[src/rtl/tm_avg_unit_if.sv]
// Operand/result handshake bundle for the running-average unit.
// The master side issues operands and accepts results; the slave side is the unit.
interface tm_avg_unit_if #(
  parameter int TXLEN_W = 8,
  parameter int EXED_W  = 8
);
  logic               in_valid;
  logic               in_ready;
  logic [TXLEN_W-1:0] avg_in;
  logic [EXED_W-1:0]  exed_in;
  logic [TXLEN_W-1:0] cur_in;
  logic               out_valid;
  logic               out_ready;
  logic [TXLEN_W-1:0] avg_out;
  logic [EXED_W-1:0]  exed_out;
  logic               sat_out;

  modport master (
    output in_valid, avg_in, exed_in, cur_in, out_ready,
    input  in_ready, out_valid, avg_out, exed_out, sat_out
  );

  modport slave (
    input  in_valid, avg_in, exed_in, cur_in, out_ready,
    output in_ready, out_valid, avg_out, exed_out, sat_out
  );
endinterface

[src/rtl/tm_avg_unit.sv]
// Running-average unit: floor((avg*exed + cur)/(exed+1)) via a bit-serial restoring
// divider, with a saturating transaction count.
module tm_avg_unit #(
  parameter int TXLEN_W = 8,
  parameter int EXED_W  = 8
) (
  input logic          clk,
  input logic          reset,
  tm_avg_unit_if.slave bus
);
  localparam int NW    = TXLEN_W + EXED_W + 1;
  localparam int DW    = EXED_W + 1;
  localparam int CNT_W = $clog2(NW + 1);

  typedef enum logic [1:0] {
    IDLE = 2'd0,
    LOAD = 2'd1,
    DIV  = 2'd2,
    DONE = 2'd3
  } stateT;

  stateT              state;
  stateT              nextState;
  logic [TXLEN_W-1:0] avgOp;
  logic [EXED_W-1:0]  exedOp;
  logic [TXLEN_W-1:0] curOp;
  logic [NW-1:0]      numReg;
  logic [DW-1:0]      denReg;
  logic [DW-1:0]      remReg;
  logic [TXLEN_W-1:0] quotReg;
  logic [CNT_W-1:0]   stepCnt;
  logic [TXLEN_W-1:0] avgOutReg;
  logic [EXED_W-1:0]  exedOutReg;
  logic               satOutReg;
  logic               inReadyReg;
  logic               outValidReg;

  logic [DW:0]        remShift;
  logic [DW-1:0]      remNext;
  logic               quotBit;
  logic [TXLEN_W-1:0] quotNext;
  logic               lastStep;

  // Restoring divider step. The quotient never exceeds max(avg,cur), so only
  // TXLEN_W quotient bits are kept; the bits shifted out are always zero.
  always_comb begin
    remShift = {remReg, numReg[NW-1]};
    if (remShift >= {1'b0, denReg}) begin
      remNext = DW'(remShift - {1'b0, denReg});
      quotBit = 1'b1;
    end else begin
      remNext = remShift[DW-1:0];
      quotBit = 1'b0;
    end
    quotNext = (quotReg << 1) | {{(TXLEN_W-1){1'b0}}, quotBit};
    lastStep = (stepCnt == CNT_W'(NW - 1));
  end

  // State register.
  always_ff @(posedge clk or posedge reset) begin
    if (reset) begin
      state <= IDLE;
    end else begin
      state <= nextState;
    end
  end

  // Next-state logic.
  always_comb begin
    nextState = state;
    case (state)
      IDLE: begin
        if (bus.in_valid) begin
          nextState = LOAD;
        end else begin
          nextState = IDLE;
        end
      end
      LOAD: nextState = DIV;
      DIV: begin
        if (lastStep) begin
          nextState = DONE;
        end else begin
          nextState = DIV;
        end
      end
      DONE: begin
        if (bus.out_ready) begin
          nextState = IDLE;
        end else begin
          nextState = DONE;
        end
      end
      default: nextState = IDLE;
    endcase
  end

  // Operand capture, divider datapath and registered handshake/result outputs.
  always_ff @(posedge clk or posedge reset) begin
    if (reset) begin
      avgOp       <= '0;
      exedOp      <= '0;
      curOp       <= '0;
      numReg      <= '0;
      denReg      <= '0;
      remReg      <= '0;
      quotReg     <= '0;
      stepCnt     <= '0;
      avgOutReg   <= '0;
      exedOutReg  <= '0;
      satOutReg   <= 1'b0;
      inReadyReg  <= 1'b1;
      outValidReg <= 1'b0;
    end else begin
      inReadyReg  <= (nextState == IDLE);
      outValidReg <= (nextState == DONE);
      case (state)
        IDLE: begin
          if (bus.in_valid) begin
            avgOp  <= bus.avg_in;
            exedOp <= bus.exed_in;
            curOp  <= bus.cur_in;
          end
        end
        LOAD: begin
          // Divisor is one bit wider so a saturated count still divides by 2^EXED_W.
          numReg  <= NW'(avgOp) * NW'(exedOp) + NW'(curOp);
          denReg  <= DW'(exedOp) + DW'(1);
          remReg  <= '0;
          quotReg <= '0;
          stepCnt <= '0;
        end
        DIV: begin
          numReg  <= numReg << 1;
          remReg  <= remNext;
          quotReg <= quotNext;
          stepCnt <= stepCnt + CNT_W'(1);
          if (lastStep) begin
            avgOutReg <= quotNext;
            if (&exedOp) begin
              exedOutReg <= exedOp;
              satOutReg  <= 1'b1;
            end else begin
              exedOutReg <= exedOp + EXED_W'(1);
              satOutReg  <= 1'b0;
            end
          end
        end
        DONE: begin
        end
        default: begin
        end
      endcase
    end
  end

  assign bus.in_ready  = inReadyReg;
  assign bus.out_valid = outValidReg;
  assign bus.avg_out   = avgOutReg;
  assign bus.exed_out  = exedOutReg;
  assign bus.sat_out   = satOutReg;
endmodule

[src/flat_wrapper.sv]
// flat-port wrapper written by rule: the top's interface ports become plain ports
module tm_avg_unit_flat 
#(
  parameter int TXLEN_W = 8,
  parameter int EXED_W  = 8
)
  (clk, reset, bus_in_valid, bus_avg_in, bus_exed_in, bus_cur_in, bus_out_ready, bus_in_ready, bus_out_valid, bus_avg_out, bus_exed_out, bus_sat_out);
  tm_avg_unit_if #(.TXLEN_W(TXLEN_W), .EXED_W(EXED_W)) bus_i ();
  input logic clk;
  input logic reset;
  input wire logic [$bits(bus_i.in_valid)-1:0] bus_in_valid;
  input wire logic [$bits(bus_i.avg_in)-1:0] bus_avg_in;
  input wire logic [$bits(bus_i.exed_in)-1:0] bus_exed_in;
  input wire logic [$bits(bus_i.cur_in)-1:0] bus_cur_in;
  input wire logic [$bits(bus_i.out_ready)-1:0] bus_out_ready;
  output wire logic [$bits(bus_i.in_ready)-1:0] bus_in_ready;
  output wire logic [$bits(bus_i.out_valid)-1:0] bus_out_valid;
  output wire logic [$bits(bus_i.avg_out)-1:0] bus_avg_out;
  output wire logic [$bits(bus_i.exed_out)-1:0] bus_exed_out;
  output wire logic [$bits(bus_i.sat_out)-1:0] bus_sat_out;
  assign bus_i.in_valid = bus_in_valid;
  assign bus_i.avg_in = bus_avg_in;
  assign bus_i.exed_in = bus_exed_in;
  assign bus_i.cur_in = bus_cur_in;
  assign bus_i.out_ready = bus_out_ready;
  assign bus_in_ready = bus_i.in_ready;
  assign bus_out_valid = bus_i.out_valid;
  assign bus_avg_out = bus_i.avg_out;
  assign bus_exed_out = bus_i.exed_out;
  assign bus_sat_out = bus_i.sat_out;
  tm_avg_unit #(.TXLEN_W(TXLEN_W), .EXED_W(EXED_W)) u_core (.clk(clk), .reset(reset), .bus(bus_i));
endmodule
[config.mk]
export PLATFORM = sky130hd
export DESIGN_NAME = tm_avg_unit_flat
export DESIGN_NICKNAME = d
export VERILOG_FILES = /design/src/rtl/tm_avg_unit_if.sv /design/src/rtl/tm_avg_unit.sv /design/src/flat_wrapper.sv
export SDC_FILE = /design/constraint.sdc
export NUM_CORES = 1
export LEC_CHECK = 0
export CORE_MARGIN = 1.5
export CORE_UTILIZATION = 44
export DETAILED_ROUTE_END_ITERATION = 8
export DONT_BUFFER_PORTS = 1
export HOLD_SLACK_MARGIN = 0.02
export SLEW_MARGIN = 20
export SYNTH_ARGS = -nofsm -noshare
export SYNTH_HDL_FRONTEND = slang
export SYNTH_SLANG_ARGS = --single-unit
[constraint.sdc]
create_clock -name clk -period 8 [get_ports clk]
set_input_delay 1.6 -clock clk [delete_from_list [all_inputs] [get_ports clk]]
set_output_delay 1.6 -clock clk [all_outputs]
set_load 0.1 [all_outputs]
Yosys cells after proc, flatten, opt, wreduce, memory -nomap -nowiden
Index checks and enable logic that the tools add are counted.
Widths: inputs -> output; s select.
{"block": "word_totals", "register_bits": 92, "out_inout_bits": 19, "word_cells": 45, "in_bits": 28}
{"block": "op_classes", "n_lt_le_gt_ge": 1, "mul": 1, "reduce_logical": 6, "n_addsub": 5, "bitwise_logic": 1, "n_eq_ne": 5, "mux": 12}
{"cell": "$pmux 17 s2", "n": 1}
{"cell": "$pmux 9 s2", "n": 1}
{"cell": "$add 16x8->17", "n": 1}
{"cell": "$mul 8x8->16", "n": 1}
{"cell": "$pmux 7 s2", "n": 1}
{"cell": "$ge 10x9->1", "n": 1}
{"cell": "$pmux 5 s2", "n": 1}
{"cell": "$add 8x1->9 const B", "n": 1}
{"cell": "$mux 9", "n": 1}
{"cell": "$sub 9x9->9", "n": 1}
{"cell": "$add 8x1->8 const B", "n": 1}
{"cell": "$mux 8", "n": 1}
{"cell": "$or 8x1->8", "n": 1}
{"cell": "$pmux 2 s4", "n": 1}
{"cell": "$reduce_and 8->1", "n": 1}
{"cell": "$eq 2x2->1 const B", "n": 3}
{"cell": "$add 5x1->5 const B", "n": 1}
{"cell": "$eq 5x5->1 const B", "n": 1}
{"cell": "$logic_not 2->1", "n": 2}
{"cell": "$mux 1", "n": 4}
{"cell": "$reduce_and 2->1", "n": 2}
{"cell": "$eq 2x1->1 const B", "n": 1}
{"cell": "$mux 2", "n": 1}
{"cell": "$reduce_bool 2->1", "n": 1}

Longest topological paths before layout
{"block": "depth", "word_depth": 4, "ltp_mapped": 17, "ltp_nobuf": 16}

Worst setup path before layout
No wires, ideal clock.
{"block": "synth_timing", "path_type": "reg2reg", "startpoint": "reg u_core.exedOp[6]", "endpoint": "reg u_core.numReg[13]", "stages_incl_launch_ff": 17, "path_slack_ps": 3576, "setup_time_ps": 142, "synth_period_minus_slack_ps": 4424, "required_ps": 7858, "n_path_buf": 1, "arrival_ps": 4282, "path_cell_list": "dfrtp_1 > clkbuf_1 > nand2_1 > fa_1 > fa_1 > inv_1 > fa_1 > inv_1 > fa_1 > inv_1 > ha_1 > a21oi_1 > a2bb2oi_1 > a21oi_1 > o31ai_1 > xor2_1 > o221ai_1"}
{"block": "synth_via", "elab_chain_len": 3}
{"item": "from (decl)", "line_no": "tm_avg_unit.sv:25", "text": "logic [EXED_W-1:0] exedOp;"}
{"item": "from (signal assigned)", "line_no": "tm_avg_unit.sv:121", "text": "exedOp <= bus.exed_in;"}
{"item": "$mul 8x8->16", "line_no": "tm_avg_unit.sv:127", "text": "numReg <= NW'(avgOp) * NW'(exedOp) + NW'(curOp);"}
{"item": "$add 16x8->17", "line_no": "tm_avg_unit.sv:127"}
{"item": "$pmux 17 s2", "line_no": "tm_avg_unit.sv:117", "text": "case (state)"}
{"item": "to (signal assigned)", "line_no": "tm_avg_unit.sv:127"}
{"item": "to (signal assigned)", "line_no": "tm_avg_unit.sv:134", "text": "numReg <= numReg << 1;"}
{"item": "to (decl)", "line_no": "tm_avg_unit.sv:27", "text": "logic [NW-1:0] numReg;"}
Every way passes these cells.
A chain may end at the register's enable or synchronous reset.

Worst setup path in the final report
{"block": "layout_timing", "startpoint": "reg u_core.exedOp[6]", "endpoint": "reg u_core.numReg[16]"}
Same word-level chain as after synthesis.

==> reports/metrics.csv <==
metric,value,unit
TritonCTS clock tree,built,
Worst Min Path Start,u_core.stepCnt[4],
setup repair after global routing missed its margin,no,
worst slack on hold paths,0.506,ns
final wirelength,14000,um
MaxCap Viol Count,0,
final hold vios,0,
fraction of post-synthesis cell area in the top cell type by area,0.341,
post-DP HPWL,10600,um
per-cell via count in the routed design,5.43,
first drt pass iteration count,4,
gate family responsible for the most delay along the worst path,adder cells,
Overall Global Routing Usage,0.188,
number of instances in the synthesized netlist,689,
largest net degree at the start of global routing,59,
maximum buffer depth of the clock tree,2,
post-place setup slack,3.32,ns
Final TNS setup,0,ns
number of global-route vias before repair,4771,
number of endpoints failing setup at the final stage,0,
"FF+latch count, synth",92,
antenna-violating nets left,0,
ant diodes,0,
area inside the core boundary,14700,um^2
hold-critical path depth,1,
worst flop-to-flop path endpoint,u_core.numReg[16],
Die H,126,um
CTS HTree Levels,3,
wire length of the first global-routing pass,23600,um
FMAX,0.210,GHz
critical-path cell list,"nand2_1, fa_1, fa_1, inv_1, fa_1, inv_1, fa_1, inv_1, ha_1, a21oi_1, a31oi_1, a2111oi_0, or4_1, nand3_1",
worst-margin pin slew,1.05,ns
TritonCTS Buffers,9,
Die Area,15900,um^2
kind of critical path,register to register,
highest fanout seen on the critical path,14,
kind of start point of the critical path,register,
number of inserted filler cells in the final layout,1405,
Post-Place Cell Area,6810,um^2
clock sink count,92,
Layout Nets,803,
data arrival time of the critical path,4.99,ns
Worst EP required,8.23,ns
DIE WIDTH,126,um
initial antenna violation count,2,
synth unique cells,51,
gp weighted congestion,0.825,
DRC violations left,0,
Area Growth Syn to Fin,6.20,%
clock transition at the registers of the reported paths,0.07,ns
syn avg cell area,9.70,um^2
buffer cell driving the clock tree root,clkbuf_16,
launch point of the worst reg-to-reg path,u_core.exedOp[6],
# Post-CTS Setup Buffers,0,
async set-or-reset flop fraction in the synthesized netlist,1.00,
boundary pin count,47,
cell type with the largest total area after synthesis,dfrtp_1,
max-slew headroom at the worst pin,0.297,
final slew viol count,0,
dominant cell by count in the synthesized netlist,inv_1,
synthesized net count,819,
worst-case clock skew,0.00596,ns
status,completed,
CP most frequent cell,fa_1,
Ys Warns,0,
PortBufs,0,
total number of cells along the worst setup path,14,
worst min-delay path category,register to register,
cells resized by post-CTS repair,0,
Site Rows,44,
via count,4680,
worst-case setup margin in the final layout,3.24,ns
netlist area before placement,6690,um^2
share of post-route cells with drive strength above 1,0.0782,
Initial Util,0.455,
Synth Flop Type,dfrtp_1,
master of the slowest instance on the critical path,dfrtp_1,
cells on worst reg2reg path,14,
slowest cell delay on critical path,0.60,ns
final design area excluding fillers,7100,um^2
buffering stage count on the worst path with inverters included,3,
Skew-Pair Late Insertion Delay,0.35,ns
CP Capture Type,register,
register-to-register path setup slack,3.24,ns
top post-synthesis cells by area,"dfrtp_1 34%, fa_1 13%, ha_1 11%",
post-layout minimum cycle time,4.76,ns
final worst path period share,0.595,
"top cells by count, synth","100 x inv_1, 91 x dfrtp_1, 61 x nand2_1",
initial drt markers,345,
detail-routed net length per standard cell,16.3,um
total global routing overflow,0,
number of buffers inserted for hold repair after clock tree synthesis,0,
endpoint with the worst hold slack,u_core.stepCnt[4],
fraction of the yosys area taken by sequential cells,0.345,
number of enable flip-flop cells after synthesis,0,
-- worst reg2reg max path, delay by kind of cell (launching register included) --
| kind | cells | cell delay [ns] |
|---|---|---|
| simple gates | 3 | 0.41 |
| buf+inv | 3 | 0.14 |
| compound gates | 3 | 1.04 |
| flops | 1 | 0.60 |
| fa+ha+maj | 5 | 2.44 |
-- registers in the layout, indices dropped and copies added (netlist names) --
name,count
u_core.numReg,17
u_core.denReg,9
u_core.remReg,9
u_core.avgOp,8
u_core.bus.avg_out,8
u_core.bus.exed_out,8
u_core.curOp,8
u_core.exedOp,8
u_core.quotReg,7
u_core.stepCnt,5
u_core.state,2
u_core.bus.in_ready,1
u_core.bus.out_valid,1
u_core.bus.sat_out,1
-- layer usage --
metal	wire length, um	track usage
met5	27	0
met4	265	0.0629
met3	548	0.0399
met2	6990	0.318
met1	6180	0.242
-- final cells by class --
| cell class | instances | area [um^2] | share of cell area |
|---|---|---|---|
| Clock buffer | 9 | 225 | 0.0317 |
| Inverter | 100 | 378 | 0.0532 |
| Clock inverter | 7 | 67.6 | 0.00952 |
| Timing Repair Buffer | 3 | 22.5 | 0.00317 |
| Tap cell | 184 | 230 | 0.0324 |
| Sequential cell | 92 | 2300 | 0.324 |
| Multi-Input combinational cell | 467 | 3870 | 0.545 |
-- through the flow --
stage	cells	util
after detailed placement	846	0.463
after CTS	862	0.483
after global placement	846	0.463
after global routing	862	0.483
after floorplan	689	-
final	862	0.483
-- cells in the final DEF, fill, tap and decap left out, types with 3 or more instances in the layout --
cell type,count
inv_1,99
dfrtp_1,91
nand2_1,61
ha_1,57
fa_1,45
o21ai_0,41
and2_1,41
nor2_1,31
mux2_2,27
a21oi_1,27
nand3_1,20
mux2i_1,13
xnor2_1,11
a31oi_1,11
o22ai_1,10
xor2_1,10
clkbuf_16,9
a21o_1,5
nand4_1,5
and3_1,5
o21a_1,5
nor2b_1,4
o31ai_1,4
o221ai_1,3
nor3_1,3
clkinvlp_4,3
buf_4,3
-- worst max-delay path by stage --
stage	from	slack [ns]	to
2_1_floorplan	u_core.exedOp[6]	3.58	u_core.numReg[13]
3_3_place_gp	u_core.exedOp[6]	3.45	u_core.numReg[13]
3_5_place_dp	u_core.exedOp[6]	3.32	u_core.numReg[15]
4_1_cts	u_core.exedOp[6]	3.33	u_core.numReg[15]
5_1_grt	u_core.exedOp[6]	3.01	u_core.numReg[16]
6_report	u_core.exedOp[6]	3.24	u_core.numReg[16]
-- logic make-up after synthesis --
kind of cell / count (synthesis) / share of synthesized area
AOI/OAI and AO/OA: 119 / 0.107
adders and majority gates: 102 / 0.241
xor gates and xnor gates: 21 / 0.0275
buffers and inverters: 130 / 0.0762
muxes: 41 / 0.0672
DFF: 92 / 0.345
and+or+nand+nor: 184 / 0.136
Power is left out: the tool's default activity adds up to more than one toggle a clock period on the data nets, which glitch-free logic cannot reach.
